**src/rtl/pico_mem_responder.sv**
```systemverilog
// pico_mem_responder: PicoRV32 native-bus word RAM with wait states, abort, preload and counters.
module pico_mem_responder #(
  parameter int MEM_WORDS   = 128,
  parameter int ADDR_W      = 9,
  parameter int WAIT_STATES = 0,
  parameter int CNT_W       = 16
) (
  input  logic              clk,
  input  logic              reset,
  input  logic              mem_valid,
  input  logic              mem_instr,
  input  logic [ADDR_W-1:0] mem_addr,
  input  logic [31:0]       mem_wdata,
  input  logic [3:0]        mem_wstrb,
  output logic              mem_ready,
  output logic [31:0]       mem_rdata,
  input  logic              load_en,
  input  logic [ADDR_W-3:0] load_addr,
  input  logic [31:0]       load_data,
  output logic              err,
  output logic [CNT_W-1:0]  fetch_cnt,
  output logic [CNT_W-1:0]  rd_cnt,
  output logic [CNT_W-1:0]  wr_cnt
);
  localparam int IW = ADDR_W - 2;
  localparam int MB = MEM_WORDS > 1 ? $clog2(MEM_WORDS) : 1;
  typedef enum logic [1:0] {IDLE, WAIT, RESP} state_t;
  state_t state_q, state_d;
  logic [IW-1:0] idx_q, idx_d;
  logic [31:0] wdata_q, wdata_d;
  logic [3:0] wstrb_q, wstrb_d;
  logic instr_q, instr_d;
  logic [3:0] wait_q, wait_d;
  logic ready_q, err_q;
  logic [31:0] rdata_q;
  logic [CNT_W-1:0] fetch_q, rd_q, wr_q;
  logic [31:0] mem [MEM_WORDS];
  logic hit, load_ok, accept, resp;
  logic unused_ok;
  assign unused_ok = ^mem_addr[1:0];
  assign hit     = 32'(idx_q) < MEM_WORDS;
  assign resp    = state_q == RESP;
  assign load_ok = load_en && (reset || state_q == IDLE) && 32'(load_addr) < MEM_WORDS;
  // the ready cycle blocks acceptance so a still-held request is not served twice
  assign accept  = state_q == IDLE && mem_valid && !load_en && !ready_q;
  function automatic logic [CNT_W-1:0] sat_inc(input logic [CNT_W-1:0] c);
    return &c ? c : c + 1'b1;
  endfunction
  always_comb begin
    state_d = state_q;
    idx_d   = idx_q;
    wdata_d = wdata_q;
    wstrb_d = wstrb_q;
    instr_d = instr_q;
    wait_d  = wait_q;
    case (state_q)
      IDLE: if (accept) begin
        idx_d   = mem_addr[ADDR_W-1:2];
        wdata_d = mem_wdata;
        wstrb_d = mem_wstrb;
        instr_d = mem_instr;
        wait_d  = 4'(WAIT_STATES - 1);
        state_d = WAIT_STATES == 0 ? RESP : WAIT;
      end
      WAIT: begin
        state_d = !mem_valid ? IDLE : wait_q == 4'd0 ? RESP : WAIT;
        wait_d  = wait_q - 4'd1;
      end
      default: state_d = IDLE;
    endcase
  end
  always_ff @(posedge clk) begin
    state_q <= reset ? IDLE : state_d;
    idx_q   <= idx_d;
    wdata_q <= wdata_d;
    wstrb_q <= wstrb_d;
    instr_q <= instr_d;
    wait_q  <= wait_d;
  end
  always_ff @(posedge clk) begin
    if (reset) begin
      ready_q <= 1'b0;
      err_q   <= 1'b0;
      rdata_q <= '0;
      fetch_q <= '0;
      rd_q    <= '0;
      wr_q    <= '0;
    end else begin
      ready_q <= resp;
      err_q   <= resp && !hit;
      rdata_q <= resp && hit ? mem[idx_q[MB-1:0]] : '0;
      if (resp && hit) begin
        if (instr_q) fetch_q <= sat_inc(fetch_q);
        else if (|wstrb_q) wr_q <= sat_inc(wr_q);
        else rd_q <= sat_inc(rd_q);
      end
    end
  end
  always_ff @(posedge clk) begin
    if (load_ok) mem[load_addr[MB-1:0]] <= load_data;
    else if (!reset && resp && hit)
      for (int b = 0; b < 4; b++)
        if (wstrb_q[b]) mem[idx_q[MB-1:0]][8*b +: 8] <= wdata_q[8*b +: 8];
  end
  assign mem_ready = ready_q;
  assign mem_rdata = rdata_q;
  assign err       = err_q;
  assign fetch_cnt = fetch_q;
  assign rd_cnt    = rd_q;
  assign wr_cnt    = wr_q;
endmodule

```
**config.mk**
```make
export PLATFORM = sky130hd
export DESIGN_NAME = pico_mem_responder
export DESIGN_NICKNAME = d
export VERILOG_FILES = /design/src/rtl/pico_mem_responder.sv
export SDC_FILE = /design/constraint.sdc
export NUM_CORES = 2
export LEC_CHECK = 0
export BUFFER_PORTS_ARGS = -buffer_cell sky130_fd_sc_hd__buf_4
export CAP_MARGIN = 10
export CORE_UTILIZATION = 35
export DETAILED_ROUTE_END_ITERATION = 10
export PLACE_DENSITY = 0.53
export SYNTH_ARGS = -nofsm -noshare
export SYNTH_HDL_FRONTEND = slang
export SYNTH_SLANG_ARGS = --single-unit
```
**constraint.sdc**
```tcl
create_clock -name clk -period 4.9 [get_ports clk]
set_input_delay 0.245 -clock clk [delete_from_list [all_inputs] [get_ports clk]]
set_output_delay 0.245 -clock clk [all_outputs]
set_load 0.01 [all_outputs]
```
==> flow_summary.json <==
{
  "status": "complete, no violations",
  "dr.pass1.iters": 6,
  "ys_ff_latch": 4227,
  "crit_arrival_ps": 5050,
  "syn_inst": 8652,
  "grt_max_degree": 129,
  "cts_root_buf": "clkbuf_16",
  "layout_common_cells": "edfxtp_1 (4144), mux2i_1 (912), mux4_2 (588), nor2_1 (582), a22oi_1 (530)",
  "final_common_cell": "edfxtp_1",
  "clockBufferDepth": 4,
  "drv_cap": 0,
  "crit_top_cell": "buf_4",
  "start_util_pct": 35.2,
  "reg2reg_depth": 9,
  "path_max_fanout": 24,
  "regToRegSetupSlack_ps": 430,
  "start_kind": "flip-flop",
  "grt_pass1_wl_microns": 651000,
  "tightest_slew_ps": 1300,
  "numClockSinks": 4227,
  "clk_pin_slew_ps": 70,
  "crit_type": "reg2reg",
  "synthArstFlopShare_pct": 0,
  "crit_path_start": "state_q[0]",
  "min_to": "idx_q[6]",
  "drt_first_iter_violations": 8924,
  "hp-start": "mem_addr[8]",
  "num-nets-final": 9366,
  "final_cells": 15900,
  "ctsHtreeMaxLevel": 5,
  "p_per_area_nw_per_um2": 400,
  "ys.flop_type": "edfxtp_1",
  "max_freq_ghz": 0.224,
  "finalCritPeriodShare_pct": 91.1,
  "vias": 85800,
  "finalSetupTns_ps": 0,
  "yosysUniqueCellTypes": 64,
  "synthesis.area_per_instance_sq_um": 19.0,
  "critical-path-slowest-cell": "nor2_1",
  "cp_slowest_stage_delay_ps": 740,
  "hold_path_depth": 2,
  "grt_pass1_vias": 87600,
  "p_leak_nw": 62.0,
  "fillCellCount": 41200,
  "hold_viol_final": 0,
  "r2r_start": "state_q[0]",
  "ios": 171,
  "die_w_microns": 688,
  "grt_antenna_before_repair": 31,
  "areaGrowthSynthToFinish_pct": 16.3,
  "grt-ovfl-total": 0,
  "die_area_sq_um": 473000,
  "finalWirelength_microns": 460000,
  "grt_setup_unrepaired": "no",
  "netlist_area_sq_um": 165000,
  "synth_fp_nets": 8745,
  "maxSlewViolCount": 0,
  "hp-class": "in2reg",
  "wl_per_cell_microns": 29.0,
  "vias_per_cell": 5.41,
  "post-route-drc-count": 0,
  "seq_area_frac_synth_pct": 76.7,
  "place_inst": 14900,
  "cts_tree": "done",
  "critPathRequiredTime_ps": 5480,
  "coreArea_sq_um": 468000,
  "numCtsBuffers": 436,
  "end_kind": "flip-flop",
  "die_y_microns": 688,
  "finClkSkew_ps": 38.2,
  "antenna_left": 0,
  "fin_crit_ps": 4470,
  "hpwl_microns": 291000,
  "io_buffer_count": 167,
  "setup-violations-final": 0,
  "path_cells": "buf_4 > or3b_4 > buf_4 > nor2_4 > nand2_1 > nand2_1 > nand2_8 > buf_4 > nor2_1",
  "drive_gt1_share_pct": 20.2,
  "place_congestion": 0.840,
  "r2r_end": "mem[69][29]",
  "insertion_delay_ps": 980,
  "rows": 251,
  "grt.total_usage_pct": 19.1,
  "irDropWorstVdd_mv": 0.304,
  "synth_edf_count": 4144,
  "slew_headroom_pct": 12.6,
  "yosys_warnings": 0
}
## cells by family after synthesis
family	after synthesis	synth area share [%]
XOR/XNOR	39	0.208
multiplexers	1507	13.7
buffers and inverters	530	1.58
adder cells (fa/ha/maj)	4	0.0304
other	1	0.00228
AND/OR/NAND/NOR	1391	3.80
AO/OA/AOI/OAI	953	4.07
flip-flops	4227	76.7
## worst max-delay path by stage
stage | end | slack, ps | cells past startpoint
finish | mem[69][29] | 430 | 9
global route | mem[53][27] | 340 | 7
CTS | mem[69][30] | 490 | 9
detailed placement | mem[69][31] | 510 | 9
global placement | mem[52][0] | 310 | 8
floorplan | mem[0][10] | 1120 | 8
## power breakdown
group	switching (mW)	total (mW)	internal, mW
Sequential	0.0815	40.1	40.0
Combinational	2.53	3.63	1.10
Clock	14.0	32.9	19.0
## final cells by class
cell class	instances	area (sq um)	area share, %
Tap cell	6198	7750	4.05
Timing Repair Buffer	702	6900	3.61
Clock buffer	519	11600	6.04
Clock inverter	294	2630	1.38
Sequential cell	4227	126000	65.9
Antenna cell	12	30.0	0.0157
Inverter	11	43.8	0.0229
Multi-Input combinational cell	3895	36300	19.0
## cells in the mapped netlist, types with 55 or more instances
master	count	area share (%)
nand2_1	288	0.66
nor2_1	589	1.3
edfxtp_1	4144	76
a22oi_1	530	2.4
nand3_1	210	0.64
nand2b_1	71	0.27
mux4_2	588	8.0
buf_4	72	0.33
dfxtp_1	83	1.0
clkbuf_1	217	0.50
a21oi_1	171	0.52
buf_2	161	0.49
o21ai_0	55	0.17
mux2i_1	912	5.5
nand4_1	57	0.22
## critical path: cells and delay by family, from the launching register on
family,cells,cell delay (ps)
buf+inv,3,830
flops,1,310
simple gates,6,2850
## sequential cells by signal, indices dropped and copies added, names as in the netlist
signal	cells
mem	4096
mem_rdata	32
wdata_q	32
fetch_cnt	16
rd_cnt	16
wr_cnt	16
idx_q	7
wait_q	4
wstrb_q	4
state_q	2
instr_q	1
mem_ready	1
## stage by stage
| stage | cell area (sq um) | setup WS [ps] | total power [mW] | hold slack, ps | utilization, % |
|---|---|---|---|---|---|
| floorplan | 165000 | 1120 | 42.7 | 344 | - |
| global placement | 176000 | 307 | 44.4 | 424 | 37.7 |
| detailed placement | 176000 | 505 | 44.5 | 424 | 37.7 |
| CTS | 191000 | 487 | 77.2 | 12.6 | 40.9 |
| global route | 191000 | 344 | 78.7 | 41.1 | 40.9 |
| finish | 191000 | 435 | 76.6 | 88.1 | 40.9 |
## timing repair
action / CTS / global route
hold buffers: 93 / 0
setup buffers: 0 / 0
endpoints found under the hold margin: 283 / 0
gates resized for setup: 0 / 0
## metal layers
metal | global-route usage, % | share of wire [%]
met3 | 3.03 | 6.8
met1 | 26.6 | 43
met4 | 5.09 | 2.9
met2 | 31.1 | 48
met5 | 0 | 0.0039
Power figures use the tool's default switching activity.
